==> config.mk <==
export PLATFORM = sky130hd
export DESIGN_NAME = seg_value_display
export DESIGN_NICKNAME = d
export VERILOG_FILES = /design/src/rtl/display_pkg.sv /design/src/rtl/seg_value_display_bin2bcd_seq.sv /design/src/rtl/seg_value_display.sv
export SDC_FILE = /design/constraint.sdc
export NUM_CORES = 1
export LEC_CHECK = 0
export ABC_CLOCK_PERIOD_IN_PS = 7350
export BUFFER_PORTS_ARGS = -buffer_cell sky130_fd_sc_hd__buf_2
export CAP_MARGIN = 25
export CORE_ASPECT_RATIO = 1.5
export CORE_UTILIZATION = 64
export CTS_CLUSTER_DIAMETER = 40
export DETAILED_ROUTE_END_ITERATION = 12
export PLACE_DENSITY_LB_ADDON = 0.25
export SYNTH_ARGS = -nofsm -noshare
export SYNTH_HDL_FRONTEND = slang
export SYNTH_HIERARCHICAL = 1
export SYNTH_SLANG_ARGS = --single-unit
export TNS_END_PERCENT = 100
==> constraint.sdc <==
create_clock -name clk -period 7.35 [get_ports clk]
set_input_delay 1.47 -clock clk [delete_from_list [all_inputs] [get_ports clk]]
set_output_delay 1.47 -clock clk [all_outputs]
set_load 0.02 [all_outputs]
==> src/rtl/display_pkg.sv <==
// Shared types and constants for the seven-segment value display:
// converter FSM states, active-low cathode patterns and the display limit.
package display_pkg;

    typedef enum logic [1:0] {IDLE, CONV, LOAD} state_t;

    // Cathode order {g,f,e,d,c,b,a}, active-low
    localparam logic [6:0] SEG_0 = 7'b1000000;
    localparam logic [6:0] SEG_1 = 7'b1111001;
    localparam logic [6:0] SEG_2 = 7'b0100100;
    localparam logic [6:0] SEG_3 = 7'b0110000;
    localparam logic [6:0] SEG_4 = 7'b0011001;
    localparam logic [6:0] SEG_5 = 7'b0010010;
    localparam logic [6:0] SEG_6 = 7'b0000010;
    localparam logic [6:0] SEG_7 = 7'b1111000;
    localparam logic [6:0] SEG_8 = 7'b0000000;
    localparam logic [6:0] SEG_9 = 7'b0010000;
    localparam logic [6:0] BLANK = 7'b1111111;
    localparam logic [6:0] DASH  = 7'b0111111;

    localparam int MAX_DISPLAY = 9999;

    function automatic logic [6:0] seg_decode(input logic [3:0] digit);
        case (digit)
            4'd0:    seg_decode = SEG_0;
            4'd1:    seg_decode = SEG_1;
            4'd2:    seg_decode = SEG_2;
            4'd3:    seg_decode = SEG_3;
            4'd4:    seg_decode = SEG_4;
            4'd5:    seg_decode = SEG_5;
            4'd6:    seg_decode = SEG_6;
            4'd7:    seg_decode = SEG_7;
            4'd8:    seg_decode = SEG_8;
            4'd9:    seg_decode = SEG_9;
            default: seg_decode = BLANK;
        endcase
    endfunction

endpackage

==> src/rtl/seg_value_display_bin2bcd_seq.sv <==
// Sequential double-dabble converter: one shift per clock, with a single
// latest-wins pending slot so a value arriving mid-conversion is not lost.
module bin2bcd_seq
    import display_pkg::*;
#(
    parameter int VAL_W = 14
) (
    input  logic             clk,
    input  logic             reset,
    input  logic [VAL_W-1:0] value,
    input  logic             value_valid,
    output logic [15:0]      bcd,
    output logic             overflow,
    output logic             load,
    output logic             valid,
    output logic             busy
);

    localparam int CNT_W = $clog2(VAL_W);
    localparam logic [CNT_W-1:0] LAST_SHIFT = CNT_W'(VAL_W - 1);

    state_t           state;
    logic [CNT_W-1:0] cnt;
    logic             pend;
    logic [VAL_W-1:0] pend_val;
    logic [VAL_W-1:0] shift_r;
    logic [15:0]      acc;
    logic             ovf_r;

    logic             start;
    logic [VAL_W-1:0] start_val;

    function automatic logic [15:0] add3(input logic [15:0] b);
        logic [15:0] r;
        r = b;
        for (int i = 0; i < 4; i++) begin
            if (b[4*i +: 4] >= 4'd5)
                r[4*i +: 4] = b[4*i +: 4] + 4'd3;
        end
        return r;
    endfunction

    // A fresh value on the load cycle beats the stored pending one
    assign start     = ((state == IDLE) && value_valid) ||
                       ((state == LOAD) && (value_valid || pend));
    assign start_val = value_valid ? value : pend_val;

    always_ff @(posedge clk or posedge reset) begin
        if (reset) begin
            state <= IDLE;
            cnt   <= '0;
            pend  <= 1'b0;
            valid <= 1'b0;
            busy  <= 1'b0;
        end else begin
            valid <= 1'b0;
            case (state)
                IDLE: begin
                    if (value_valid) begin
                        state <= CONV;
                        cnt   <= '0;
                        busy  <= 1'b1;
                    end
                end
                CONV: begin
                    if (value_valid)
                        pend <= 1'b1;
                    cnt <= cnt + 1'b1;
                    if (cnt == LAST_SHIFT)
                        state <= LOAD;
                end
                LOAD: begin
                    valid <= 1'b1;
                    pend  <= 1'b0;
                    cnt   <= '0;
                    if (value_valid || pend) begin
                        state <= CONV;
                        busy  <= 1'b1;
                    end else begin
                        state <= IDLE;
                        busy  <= 1'b0;
                    end
                end
                default: state <= IDLE;
            endcase
        end
    end

    // Datapath registers carry no reset; the FSM decides when they matter
    always_ff @(posedge clk) begin
        if (start) begin
            shift_r <= start_val;
            acc     <= '0;
            ovf_r   <= (int'(start_val) > MAX_DISPLAY);
        end else if (state == CONV) begin
            {acc, shift_r} <= {add3(acc), shift_r} << 1;
        end
        if (value_valid && (state != IDLE))
            pend_val <= value;
    end

    assign bcd      = acc;
    assign overflow = ovf_r;
    assign load     = (state == LOAD);

endmodule

==> src/rtl/seg_value_display.sv <==
// Binary amount to four-digit seven-segment display, scanned by sel.
// Optional LEADING_ZERO_BLANK_EN blanks leading zeros left of the decimal point.
module seg_value_display
    import display_pkg::*;
#(
    parameter int DP_POS = 2,
    parameter int VAL_W  = 14
) (
    input  logic             clk,
    input  logic             reset,
    input  logic [VAL_W-1:0] value,
    input  logic             value_valid,
    input  logic [1:0]       sel,
    output logic [6:0]       seg,
    output logic             dp,
    output logic             busy,
    output logic             done,
    output logic             overflow
);

    logic [15:0] conv_bcd;
    logic        conv_ovf;
    logic        conv_load;

    logic [3:0]  disp [4];
    logic        ovf_r;
    logic [3:0]  digit;
    logic        blank;

    bin2bcd_seq #(
        .VAL_W(VAL_W)
    ) u_conv (
        .clk        (clk),
        .reset      (reset),
        .value      (value),
        .value_valid(value_valid),
        .bcd        (conv_bcd),
        .overflow   (conv_ovf),
        .load       (conv_load),
        .valid      (done),
        .busy       (busy)
    );

    always_ff @(posedge clk or posedge reset) begin
        if (reset) begin
            for (int i = 0; i < 4; i++)
                disp[i] <= 4'd0;
            ovf_r <= 1'b0;
        end else if (conv_load) begin
            for (int i = 0; i < 4; i++)
                disp[i] <= conv_bcd[4*i +: 4];
            ovf_r <= conv_ovf;
        end
    end

`ifdef LEADING_ZERO_BLANK_EN
    localparam int BLANK_LIM = (DP_POS == 4) ? 0 : DP_POS;
    logic [3:0] zero_from;

    // zero_from[i]: digits i..3 are all zero
    always_comb begin
        zero_from = '0;
        for (int i = 0; i < 4; i++) begin
            zero_from[i] = 1'b1;
            for (int j = i; j < 4; j++) begin
                if (disp[j] != 4'd0)
                    zero_from[i] = 1'b0;
            end
        end
    end

    assign blank = (int'(sel) > BLANK_LIM) && zero_from[sel];
`else
    assign blank = 1'b0;
`endif

    assign digit = disp[sel];

    always_comb begin
        if (ovf_r)
            seg = DASH;
        else if (blank)
            seg = BLANK;
        else
            seg = seg_decode(digit);
        dp = ~((int'(sel) == DP_POS) && !ovf_r);
    end

    assign overflow = ovf_r;

endmodule

==> results of run 1 <==
[cell usage in the layout (no fill, tap or decap), types with 13 or more instances in the layout]
master	n
nand3_1	18
buf_2	29
inv_1	20
a21oi_1	21
mux2i_1	18
edfxtp_1	29
nand2_1	23
dfrtp_1	26
dfxtp_1	16
nor2_1	15
mux2_2	21
ha_1	16
o21ai_0	13
o21ai_1	13
[registers in the layout, indices dropped and copies added, names as in the netlist]
register         count
disp                16
overflow             1
u_conv/bcd          16
u_conv/busy          1
u_conv/cnt           4
u_conv/overflow      1
u_conv/pend          1
u_conv/pend_val     14
u_conv/shift_r      14
u_conv/state         2
u_conv/valid         1
[worst max path at each step]
stage	startpoint	end	slack (ns)	cells after the start
finish	sel[0]	seg[4]	2.59	9
floorplan	sel[0]	seg[3]	2.84	7
CTS	sel[0]	seg[4]	2.58	9
global route	sel[0]	seg[4]	2.43	9
detailed placement	sel[0]	seg[4]	2.58	9
global placement	sel[0]	seg[4]	2.66	9
[area by class of cell]
class / instances / area (um^2) / area share
inverters: 20 / 75.1 / 0.0191
multi-input cells: 210 / 1550 / 0.393
clock inverters: 4 / 48.8 / 0.0124
well taps: 70 / 87.6 / 0.0223
repair buffers: 30 / 153 / 0.0389
clock buffers: 12 / 178 / 0.0452
flip-flops and latches: 71 / 1840 / 0.469
[kinds of logic (layout without fill, tap and decap cells)]
group	Yosys count	count (layout)	share of synthesized area
fa+ha+maj	16	16	0.0557
flops	71	71	0.512
compound gates	67	67	0.113
buf+inv	38	66	0.0581
simple gates	79	79	0.107
mux	43	43	0.142
xor+xnor	5	5	0.0122
[stage by stage]
step                setup WS, ns  hold WS, ns
global placement            2.66        0.432
detailed placement          2.58        0.450
CTS                         2.58        0.467
floorplan                   2.84        0.427
global route                2.43        0.487
finish                      2.59        0.473
[layer usage]
| layer | track usage | wire (um) |
|---|---|---|
| met5 | 0 | 0 |
| met4 | 0.0890 | 101 |
| met3 | 0.0667 | 152 |
| met2 | 0.423 | 3440 |
| met1 | 0.271 | 2570 |
[tightest hold or removal path, delay by kind of cell (launching register included)]
kind	cells	cell delay, ns
flip-flops	1	0.32
AND/OR/NAND/NOR	1	0.06
AO/OA/AOI/OAI	1	0.06
[power groups by stage]
stage,clock network [mW],registers (mW),logic (mW)
detailed placement,0,0.702,0.584
global placement,0,0.693,0.558
finish,0.340,0.695,0.584
global route,0.367,0.713,0.661
floorplan,0,0.661,0.498
CTS,0.348,0.695,0.587
==> impl_metrics.ini, run 1 <==
[setup_path]
timing.reg2reg.setup_slack_ns = 4.95
crit_arrival_ns = 3.29
timing.rr.end = u_conv/shift_r[5]
cpMaxStageDelayCell = mux4_1
required_time_of_the_worst_setup_path_ns = 5.88
setup.worst_path.class = input pin to output pin
worst_setup_path_start_kind = input pin
cp_slowest_stage_delay_ns = 0.67
path_cells = buf_2 > mux4_1 > inv_1 > ha_1 > inv_1 > mux2i_1 > mux2i_1 > or2_2 > buf_2
critical_path_buf_inv_count = 4
cp_top_family = multiplexers
crit-reg2reg-launch = u_conv/state[1]
reg2reg_depth = 2
top_fanout_value_on_the_critical_path = 5
worst_setup_path_end_kind = output pin

[power]
clock_power_share = 0.210
power.share.sequential = 0.429
pwr-share-comb = 0.361
p_sw_frac = 0.357
leakage_nw = 1.70
power_internal_mw = 1.04
total_design_power_mw = 1.62
power_density_nw_per_um2 = 412
switchingPower_uw = 578
vdd_drop_max_mv = 0.269

[logic_synthesis]
yosys.cell_types.count = 43
post_synth_most_frequent_cells = edfxtp_1 (29), dfrtp_1 (26), nand2_1 (23)
netlist_area_um2 = 3600
postSynthRegisterBits = 71
post_synth_main_area_contributors = edfxtp_1 (24%), dfrtp_1 (18%), dfxtp_1 (8.9%)
post_syn_nets = 354
yosysWarningCount = 6
post_synth.cell_area_avg_um2 = 11.3
cell_taking_the_most_area_after_synthesis = edfxtp_1
synth_enable_flop_cells = 29
synthMostInstantiatedCell = edfxtp_1
synth_seq_area_share = 0.512
yosys.area.top_type_share = 0.242
synth_async_sr_flop_share = 0.366
synth_cells = 319
synthFlopType = edfxtp_1

[placement]
post-place-cells = 401
dpl_cell_area_um2 = 3700
place.gp.congestion = 0.810
detailedPlacementHpwl_um = 4450
port-buffer-count = 29

[cells_and_area]
drive_above_1_share = 0.239
num-nets-final = 377
fin_cells = 417
area_growth_syn_to_layout_pct = 9.26
number_of_antenna_cells_inserted = 0
final_area_um2 = 3930
fill_cells = 406
fin_util = 0.721

[timing]
maxClockFrequency_mhz = 210
maxSlewViolCount = 0
finalWorstPathRequiredPeriod_ns = 4.76
finalHoldViolations = 0
slew-limit-headroom = 0.359
final_total_negative_setup_slack_ns = 0
period_share = 0.647
final-setup-viol-count = 0
worst_clock_skew_ns = 0.00751
worst-slew-pin-transition_ns = 0.962
grt_setup_unrepaired = no

[global_routing]
antenna_found_initial = 0
track_usage = 0.239
grt-ovfl-total = 0
grt_pass1_wl_um = 10700
first_global_vias = 2312
largest_net_degree_at_the_start_of_global_routing = 37

[clock_tree]
h-tree-depth = 3
cts_setup_buffers = 0
clock_transition_time_at_the_flip_flop_clock_pins_of_the_worst_setup_and_hold_paths_ns = 0.07
clock_tree_from_tritoncts = done
tritoncts_buffers = 9
insertion_delay_ns = 0.34
max-clock-path-buffers = 2
cts.hold.buffers_added = 0
cts-root-buf = clkbuf_8
post_cts_resize_count = 0
cts.sink_count = 71

[detailed_routing]
detail-route-antenna-nets = 0
drt_first_pass_iters = 4
via_per_inst = 5.70
wl_per_cell_um = 15.0
drc = 0
via_count = 2376
detail_route.iter0.violations = 75
wl_um = 6260

[floorplan]
dieWidth_um = 63.2
count_of_boundary_i_o_pins = 30
core_area_um2 = 5450
initial_core_util = 0.660
std_cell_rows = 33
dieArea_um2 = 5930
die_height_um = 93.8

[worst_hold_path]
hold_path_class = flop to flop
min_delay_worst_endpoint = u_conv/bcd[0]
hold_depth = 2
timing.hold.worst.start = u_conv/shift_r[13]

[job]
drv.max_cap_violation_count = 0

[outcome]
run_status = finished clean
Note: power is estimated with default switching activity, not from simulation.
==> inputs of run 2 (changes only) <==
--- a/config.mk
+++ b/config.mk
@@ -5,11 +5,11 @@
 export SDC_FILE = /design/constraint.sdc
 export NUM_CORES = 1
 export LEC_CHECK = 0
-export ABC_CLOCK_PERIOD_IN_PS = 7350
+export ABC_CLOCK_PERIOD_IN_PS = 4100
 export BUFFER_PORTS_ARGS = -buffer_cell sky130_fd_sc_hd__buf_2
 export CAP_MARGIN = 25
 export CORE_ASPECT_RATIO = 1.5
-export CORE_UTILIZATION = 64
+export CORE_UTILIZATION = 54
 export CTS_CLUSTER_DIAMETER = 40
 export DETAILED_ROUTE_END_ITERATION = 12
 export PLACE_DENSITY_LB_ADDON = 0.25
==> constraint.sdc (replaced) <==
create_clock -name clk -period 4.1 [get_ports clk]
set_input_delay 0.82 -clock clk [delete_from_list [all_inputs] [get_ports clk]]
set_output_delay 0.82 -clock clk [all_outputs]
set_load 0.02 [all_outputs]
==> run 2 against run 1 <==
Sequential power up 78%. Register-to-register slack worse by 3.3 ns. Sequential cell count unchanged. Wire length down 3.8%.
==> impl_metrics.ini, run 2 (same netlist as run 1, synthesis figures left out) <==
[outcome]
run_status = finished clean

[floorplan]
dieWidth_um = 68.6
initial_core_util = 0.554
dieArea_um2 = 7000
core_area_um2 = 6490
count_of_boundary_i_o_pins = 30
die_height_um = 102
std_cell_rows = 36

[timing]
finalWorstPathRequiredPeriod_ns = 3.46
fin_hold_ws_ns = 0.446
maxClockFrequency_mhz = 289
timing.final.ws_setup_ns = 0.639
final-setup-viol-count = 0
period_share = 0.844
maxSlewViolCount = 0
grt_setup_unrepaired = no
worst-slew-pin-transition_ns = 0.961
finalHoldViolations = 0
slew-limit-headroom = 0.359
final_total_negative_setup_slack_ns = 0
worst_clock_skew_ns = 0.0141

[global_routing]
grt-ovfl-total = 0
antenna_found_initial = 0
track_usage = 0.198
grt_pass1_wl_um = 10100
largest_net_degree_at_the_start_of_global_routing = 42
first_global_vias = 2234

[setup_path]
required_time_of_the_worst_setup_path_ns = 3.28
crit_arrival_ns = 2.64
reg2reg_depth = 2
top_fanout_value_on_the_critical_path = 5
worst_setup_path_end_kind = output pin
worst_setup_path_start_kind = input pin
setup.worst_path.class = input pin to output pin

[detailed_routing]
via_count = 2328
detail-route-antenna-nets = 0
drt_first_pass_iters = 4
drc = 0
via_per_inst = 5.50
wl_um = 6020
wl_per_cell_um = 14.2
detail_route.iter0.violations = 76

[power]
p_sw_frac = 0.355
vdd_drop_max_mv = 0.325
pwr-share-comb = 0.362
total_design_power_mw = 2.87
leakage_nw = 1.69
power_internal_mw = 1.85
clock_power_share = 0.207
power_density_nw_per_um2 = 733
power.share.sequential = 0.431
switchingPower_mw = 1.02

[clock_tree]
tritoncts_buffers = 9
cts.sink_count = 71
insertion_delay_ns = 0.34
clock_tree_from_tritoncts = done
post_cts_resize_count = 0
max-clock-path-buffers = 2
cts_setup_buffers = 0
cts-root-buf = clkbuf_8
cts.hold.buffers_added = 0
clock_transition_time_at_the_flip_flop_clock_pins_of_the_worst_setup_and_hold_paths_ns = 0.07
h-tree-depth = 3

[cells_and_area]
fin_util = 0.605
num-nets-final = 377
fin_cells = 423
area_growth_syn_to_layout_pct = 9.05
fill_cells = 547
highest_count_cells_in_the_layout_ignoring_fill_and_taps = buf_2 (29), edfxtp_1 (29), dfrtp_1 (26), nand2_1 (23)
drive_above_1_share = 0.236
final_area_um2 = 3920
number_of_antenna_cells_inserted = 0

[placement]
preCtsSetupSlack_ns = 0.641
post-place-cells = 407
place.gp.congestion = 0.793
dpl_cell_area_um2 = 3710
detailedPlacementHpwl_um = 4450
port-buffer-count = 29

[worst_hold_path]
hold_path_class = input pin to asynchronous set/reset pin

[job]
drv.max_cap_violation_count = 0
==> run 2: changes by cell type in the layout (fill, tap and decap cells not counted) <==
cell	delta
clkbuf_16	-2
bufinv_16	+1
clkinv_1	+1
clkinvlp_4	-1
inv_6	+1
==> run 2: worst max-delay path: stages <==
cell and delay [ns]:
buf_2 0.16, mux4_1 0.66, inv_1 0.14, ha_1 0.15
inv_1 0.04, nor2_1 0.15, mux2i_1 0.09, or2_2 0.27
buf_2 0.16
==> run 2: power groups by stage <==
stage / Clock [mW] / Sequential, mW / Combinational (mW)
after CTS: 0.608 / 1.24 / 1.05
after global routing: 0.636 / 1.28 / 1.19
after detailed placement: 0 / 1.26 / 1.05
after global placement: 0 / 1.25 / 1.01
final: 0.595 / 1.24 / 1.04
after floorplan: 0 / 1.19 / 0.893
==> run 2: area by class of cell <==
type	count	area [um^2]	area share
sequential	71	1840	0.470
multi-input combinational	210	1550	0.394
timing repair buffer	30	153	0.0389
clock buffer	10	128	0.0325
tap	76	95.1	0.0243
clock inverter	6	83.8	0.0214
inverter	20	75.1	0.0191
==> run 2: worst paths after layout <==
check / start / endpoint / slack, ns
min: reset / u_conv/valid / 0.45
max reg2reg: u_conv/state[1] / u_conv/shift_r[10] / 1.67
max in group asynchronous: reset / disp[5] / 3.14
max: sel[0] / seg[4] / 0.64
min reg2reg: u_conv/shift_r[13] / u_conv/bcd[0] / 0.47
min in group clk: u_conv/shift_r[13] / u_conv/bcd[0] / 0.47
==> run 2: routing by layer <==
| metal | wire length [um] | vias to the layer above | global-route usage |
|---|---|---|---|
| met5 | 0 | - | 0 |
| met4 | 97 | 0 | 0.0817 |
| met3 | 149 | 10 | 0.0402 |
| met2 | 3270 | 40 | 0.354 |
| met1 | 2510 | 1100 | 0.220 |
| li1 | - | 1178 | - |
